## config.mk

```make
export PLATFORM = sky130hd
export DESIGN_NAME = irq_request_capture
export DESIGN_NICKNAME = d
export VERILOG_FILES = /design/src/rtl/pic_pkg.sv /design/src/rtl/irq_channel.sv /design/src/rtl/irq_request_capture.sv
export SDC_FILE = /design/constraint.sdc
export NUM_CORES = 1
export LEC_CHECK = 0
export CORE_UTILIZATION = 44
export CTS_CLUSTER_SIZE = 12
export DETAILED_ROUTE_END_ITERATION = 8
export GPL_ROUTABILITY_DRIVEN = 1
export PLACE_DENSITY = 0.74
export SLEW_MARGIN = 0
export SYNTH_ARGS = -nofsm -noshare
export SYNTH_HDL_FRONTEND = slang
export SYNTH_SLANG_ARGS = --single-unit
```

## constraint.sdc

```tcl
create_clock -name clk -period 1.1 [get_ports clk]
set_input_delay 0.11 -clock clk [delete_from_list [all_inputs] [get_ports clk]]
set_output_delay 0.11 -clock clk [all_outputs]
set_load 0.02 [all_outputs]
```

## src/rtl/pic_pkg.sv

```systemverilog
// Shared constants and helpers for the PIC request-capture datapath.
package pic_pkg;

    // Channel count used when no override is given.
    localparam int NUM_IRQ_DEFAULT = 8;

    // Trig_Mode encoding per channel.
    localparam logic TRIG_EDGE  = 1'b0;
    localparam logic TRIG_LEVEL = 1'b1;

    // Width of a channel index; a single channel still needs one bit.
    function automatic int idx_width(input int n);
        if (n <= 1) begin
            return 1;
        end else begin
            return $clog2(n);
        end
    endfunction

endpackage : pic_pkg

```

## src/rtl/irq_channel.sv

```systemverilog
// One interrupt request channel: pin synchroniser, edge re-arm flag and IRR bit.
module irq_channel
    import pic_pkg::*;
#(
    parameter int SYNC_STAGES = 2
) (
    input  logic clk,
    input  logic rst_n,
    input  logic pin_i,
    input  logic trig_mode_i,
    input  logic init_i,
    input  logic freeze_i,
    input  logic clr_i,
    output logic irr_o,
    output logic irr_next_o
);

    logic [SYNC_STAGES-1:0] sync_q;
    // Marks which synchroniser stages hold real pin samples since reset.
    logic [SYNC_STAGES-1:0] fill_q;
    logic                   armed_q;
    logic                   armed_d;
    logic                   irr_q;
    logic                   irr_d;
    logic                   s_s;
    logic                   fill_done_s;
    logic                   capture_s;

    assign s_s         = sync_q[SYNC_STAGES-1];
    assign fill_done_s = fill_q[SYNC_STAGES-1];

    // Synchronise the raw pin and track when the chain holds genuine samples.
    always_ff @(posedge clk or negedge rst_n) begin
        if (!rst_n) begin
            sync_q <= '0;
            fill_q <= '0;
        end else begin
            sync_q <= {sync_q[SYNC_STAGES-2:0], pin_i};
            fill_q <= {fill_q[SYNC_STAGES-2:0], 1'b1};
        end
    end

    // Edge capture only when unfrozen, in edge mode, with a high sample on an armed channel.
    always_comb begin
        capture_s = 1'b0;
        if ((trig_mode_i == TRIG_EDGE) && !freeze_i && s_s && armed_q) begin
            capture_s = 1'b1;
        end else begin
            capture_s = 1'b0;
        end
    end

    // Re-arm on a genuine low sample; a reset-time zero in the chain must not arm.
    always_comb begin
        armed_d = armed_q;
        if (init_i) begin
            armed_d = 1'b0;
        end else if (capture_s) begin
            armed_d = 1'b0;
        end else if (!s_s && fill_done_s) begin
            armed_d = 1'b1;
        end else begin
            armed_d = armed_q;
        end
    end

    // IRR next state: init, then clear, then freeze hold, then mode-specific sensing.
    always_comb begin
        irr_d = irr_q;
        if (init_i) begin
            irr_d = 1'b0;
        end else if (clr_i) begin
            irr_d = 1'b0;
        end else if (freeze_i) begin
            irr_d = irr_q;
        end else if (trig_mode_i == TRIG_LEVEL) begin
            irr_d = s_s;
        end else if (capture_s) begin
            irr_d = 1'b1;
        end else if (!s_s) begin
            irr_d = 1'b0;
        end else begin
            irr_d = irr_q;
        end
    end

    // Register the arm flag and the IRR bit.
    always_ff @(posedge clk or negedge rst_n) begin
        if (!rst_n) begin
            armed_q <= 1'b0;
            irr_q   <= 1'b0;
        end else begin
            armed_q <= armed_d;
            irr_q   <= irr_d;
        end
    end

    assign irr_o      = irr_q;
    assign irr_next_o = irr_d;

endmodule : irq_channel

```

## src/rtl/irq_request_capture.sv

```systemverilog
// Interrupt Request Register: per-channel capture, acknowledge clear decode and pending flag.
module irq_request_capture
    import pic_pkg::*;
#(
    parameter int NUM_IRQ     = NUM_IRQ_DEFAULT,
    parameter int SYNC_STAGES = 2,
    parameter int IDX_W       = idx_width(NUM_IRQ)
) (
    input  logic               clk,
    input  logic               rst_n,
    input  logic [NUM_IRQ-1:0] Int_Req_Pins,
    input  logic [NUM_IRQ-1:0] Trig_Mode,
    input  logic               Init,
    input  logic               Freeze,
    input  logic               Clr_Valid,
    input  logic [IDX_W-1:0]   Clr_Index,
    output logic [NUM_IRQ-1:0] Int_Req_Reg,
    output logic               Int_Pending
);

    logic [NUM_IRQ-1:0] clr_vec_s;
    logic [NUM_IRQ-1:0] irr_next_s;
    logic [31:0]        clr_idx_ext_s;
    logic               pending_q;
    logic               pending_d;

    assign clr_idx_ext_s = 32'(Clr_Index);

    // One-hot clear decode; indices at or above NUM_IRQ select nothing.
    always_comb begin
        clr_vec_s = '0;
        for (int i = 0; i < NUM_IRQ; i++) begin
            if (Clr_Valid && (clr_idx_ext_s == 32'(i))) begin
                clr_vec_s[i] = 1'b1;
            end else begin
                clr_vec_s[i] = 1'b0;
            end
        end
    end

    for (genvar g = 0; g < NUM_IRQ; g++) begin : g_chan
        irq_channel #(
            .SYNC_STAGES (SYNC_STAGES)
        ) u_chan (
            .clk         (clk),
            .rst_n       (rst_n),
            .pin_i       (Int_Req_Pins[g]),
            .trig_mode_i (Trig_Mode[g]),
            .init_i      (Init),
            .freeze_i    (Freeze),
            .clr_i       (clr_vec_s[g]),
            .irr_o       (Int_Req_Reg[g]),
            .irr_next_o  (irr_next_s[g])
        );
    end

    // Pending is built from the IRR next state so it moves on the same edge as IRR.
    always_comb begin
        pending_d = 1'b0;
        if (|irr_next_s) begin
            pending_d = 1'b1;
        end else begin
            pending_d = 1'b0;
        end
    end

    // Register the pending flag.
    always_ff @(posedge clk or negedge rst_n) begin
        if (!rst_n) begin
            pending_q <= 1'b0;
        end else begin
            pending_q <= pending_d;
        end
    end

    assign Int_Pending = pending_q;

endmodule : irq_request_capture

```

==> flow_summary.json <==
{
  "outcome": "finished, violations left",
  "violations": "negative setup slack",
  "dp_hpwl_um": 2100,
  "clkTransAtPathRegs_ns": 0.10,
  "final_cells": 207,
  "ir_drop_v": 0.000748,
  "drtIter0Drc": 34,
  "fill_cells": 266,
  "avgRoutedWirePerCell_um": 14.7,
  "syn_nets": 143,
  "clock-root-buffer": "clkbuf_4",
  "yosys_warnings": 0,
  "cp-start-kind": "flop",
  "yosys.area.top_type": "dfrtp_1",
  "max_stage_delay_ns": 0.42,
  "setup_viol": 3,
  "vias_per_cell": 5.29,
  "cts_buffer_depth": 2,
  "reg2reg_from": "g_chan[0].u_chan.irr_o",
  "core-area_um2": 3100,
  "fp.dieH_um": 59.7,
  "vias": 1096,
  "numCtsBuffers": 5,
  "ys.flop_type": "dfrtp_1",
  "synth-seq-cells": 35,
  "cp_slowest_cell": "dfrtp_1",
  "drive_above_1_share": 0.276,
  "cp_data_arrival_time_ns": 1.53,
  "grt_pass1_vias": 1200,
  "io_buffer_count": 32,
  "met3WireLength_um": 225,
  "dieArea_um2": 3560,
  "top_layer": "met4",
  "place_congestion": 0.762,
  "rsz0062_at_grt": "true",
  "synthTopCellsByCount": "35 x dfrtp_1, 9 x o21bai_1, 8 x a21oi_1, 8 x buf_4, 7 x o21ai_0",
  "syn_to_final_growth_pct": 33.9,
  "grt_first_pass_wirelength_um": 5190,
  "ant_nets": 0,
  "cp_top_family": "simple AND/OR/NAND/NOR gates",
  "worst_slack_ns": -0.164,
  "synth_top_area_frac": 0.598,
  "worst_skew_pair.late_latency_ns": 0.33,
  "antennaDiodeCount": 0,
  "clock_skew_ns": 0.00726,
  "antenna_found_initial": 0,
  "path_buf_inv": 0,
  "grt_max_degree": 36,
  "grt.total_usage": 0.204,
  "synth_cell_types": 35,
  "reg2reg_slack_ns": -0.16,
  "ioPinCount": 33,
  "async_flop_share": 1.00,
  "synth_edf_count": 0,
  "yosysMostFrequentCell": "dfrtp_1",
  "firstDrtPassIters": 4,
  "overflow": 0,
  "drc": 0,
  "power.density_nw_per_um2": 1250,
  "path_cells": "nor3_2 > or3_1 > a211o_1 > nand3_1",
  "hold_viol": 0,
  "cts.sinks": 35,
  "holdWs_ns": 0.134,
  "cts_max_level": 2,
  "yosys-top-cells-area": "dfrtp_1 60%, o21bai_1 4.6%, a2111oi_2 4.1%",
  "period_minus_slack_ns": 1.26,
  "path_class": "reg2reg",
  "max_freq_mhz": 791,
  "die_x_um": 59.7,
  "period_share": 1.15,
  "p_leak_nw": 0.893,
  "drt_wl_total_um": 3040,
  "finalMaxSlewViolations": 0,
  "syn_area_um2": 1460,
  "std_cell_rows": 20,
  "setup.worst_path.end_class": "flop",
  "netlist_instances": 119,
  "cap_violations": 0,
  "cp.required_ns": 1.37,
  "met1_length_um": 1280,
  "seq_area_frac_synth": 0.598,
  "cts_tree": "built",
  "syn_area_per_cell_um2": 12.3,
  "nNetsFinal": 188,
  "initial_core_util": 0.472,
  "critPathMaxFanout": 3,
  "hold_class": "in2async",
  "reg2reg_depth": 4,
  "postCtsHoldBufs": 0,
  "regToRegEndpoint": "Int_Pending",
  "place_inst": 198,
  "wl_met2_um": 1480
}
==> cell type report <==
type,count,area (um2),area share
multi-input cells,66,502,0.256
repair buffers,51,468,0.239
well taps,44,55.1,0.0281
inverters,5,18.8,0.00957
clock buffers,6,41.3,0.0211
flip-flops and latches,35,876,0.447
==> timing repair <==
action,4_1_cts,5_1_grt
gates resized for setup,37,9
cloned,1,0
pin swaps,1,0
endpoints found under the setup margin,16,11
buffers inserted,2,0
==> layer usage <==
metal | up-vias | track usage
met2 | 41 | 0.354
met4 | 0 | 0.0764
li1 | 511 | -
met1 | 536 | 0.227
met3 | 8 | 0.0758
met5 | - | 0
==> power by group <==
part / leakage, nW / internal, W / switching (W) / total (W)
sequential: 0.433 / 0.00136 / 0.0000435 / 0.00141
combinational: 0.436 / 0.000236 / 0.000201 / 0.000436
clock: 0.0242 / 0.000227 / 0.000372 / 0.000599
==> registers in the layout (all words and copies together) (netlist names) <==
signal,count
g_chan.u_chan.armed_q,8
g_chan.u_chan.irr_o,8
g_chan.u_chan.sync_q,16
Int_Pending,1
g_chan.u_chan.fill_q,2
==> kinds of logic (layout without fill, tap and decap cells) <==
logic type | count (synthesis) | after routing | synth area share
AO/OA/AOI/OAI | 38 | 38 | 0.197
buffers and inverters | 18 | 62 | 0.0735
multiplexers | 3 | 3 | 0.0205
other | 1 | 1 | 0.00256
flip-flops | 35 | 35 | 0.598
AND/OR/NAND/NOR | 24 | 24 | 0.108
==> worst max-delay path by stage <==
stage | from | end | cells past startpoint | slack [ns]
2_1_floorplan | g_chan[0].u_chan.irr_o | Int_Pending | 4 | -0.05
3_3_place_gp | Freeze | Int_Pending | 6 | -0.50
3_5_place_dp | Freeze | Int_Pending | 6 | -0.54
4_1_cts | g_chan[0].u_chan.irr_o | Int_Pending | 4 | -0.13
5_1_grt | g_chan[0].u_chan.irr_o | Int_Pending | 4 | -0.20
6_report | g_chan[0].u_chan.irr_o | Int_Pending | 4 | -0.16
==> through the flow <==
stage                     instance area (um2)  power (W)  setup slack (ns)  TNS, ns   util
after global placement                   1900    0.00185            -0.501    -3.58  0.611
after floorplan                          1460    0.00162           -0.0498  -0.0498      -
final                                    1960    0.00244            -0.164   -0.232  0.632
after global routing                     1960    0.00258            -0.200   -0.358  0.632
after CTS                                1980    0.00247            -0.135   -0.202  0.640
after detailed placement                 1900    0.00186            -0.536    -3.95  0.611
==> placed cells by master, fill, tap and decap left out, drive strengths merged, types with 2 or more instances in the layout <==
master         netlist  layout
and4b                2       2
o21bai              11      11
dfrtp               35      35
buf                 12      26
nor4bb               2       2
inv                  5       5
nor4                 2       2
dlygate4sd2          0       5
clkdlybuf4s50        0      18
mux2i                3       3
a21oi                8       8
clkbuf               1       7
nor3                 5       5
a2111oi              4       4
o21ai                7       7
nor2                 5       5
(Power assumes the default switching activity.)
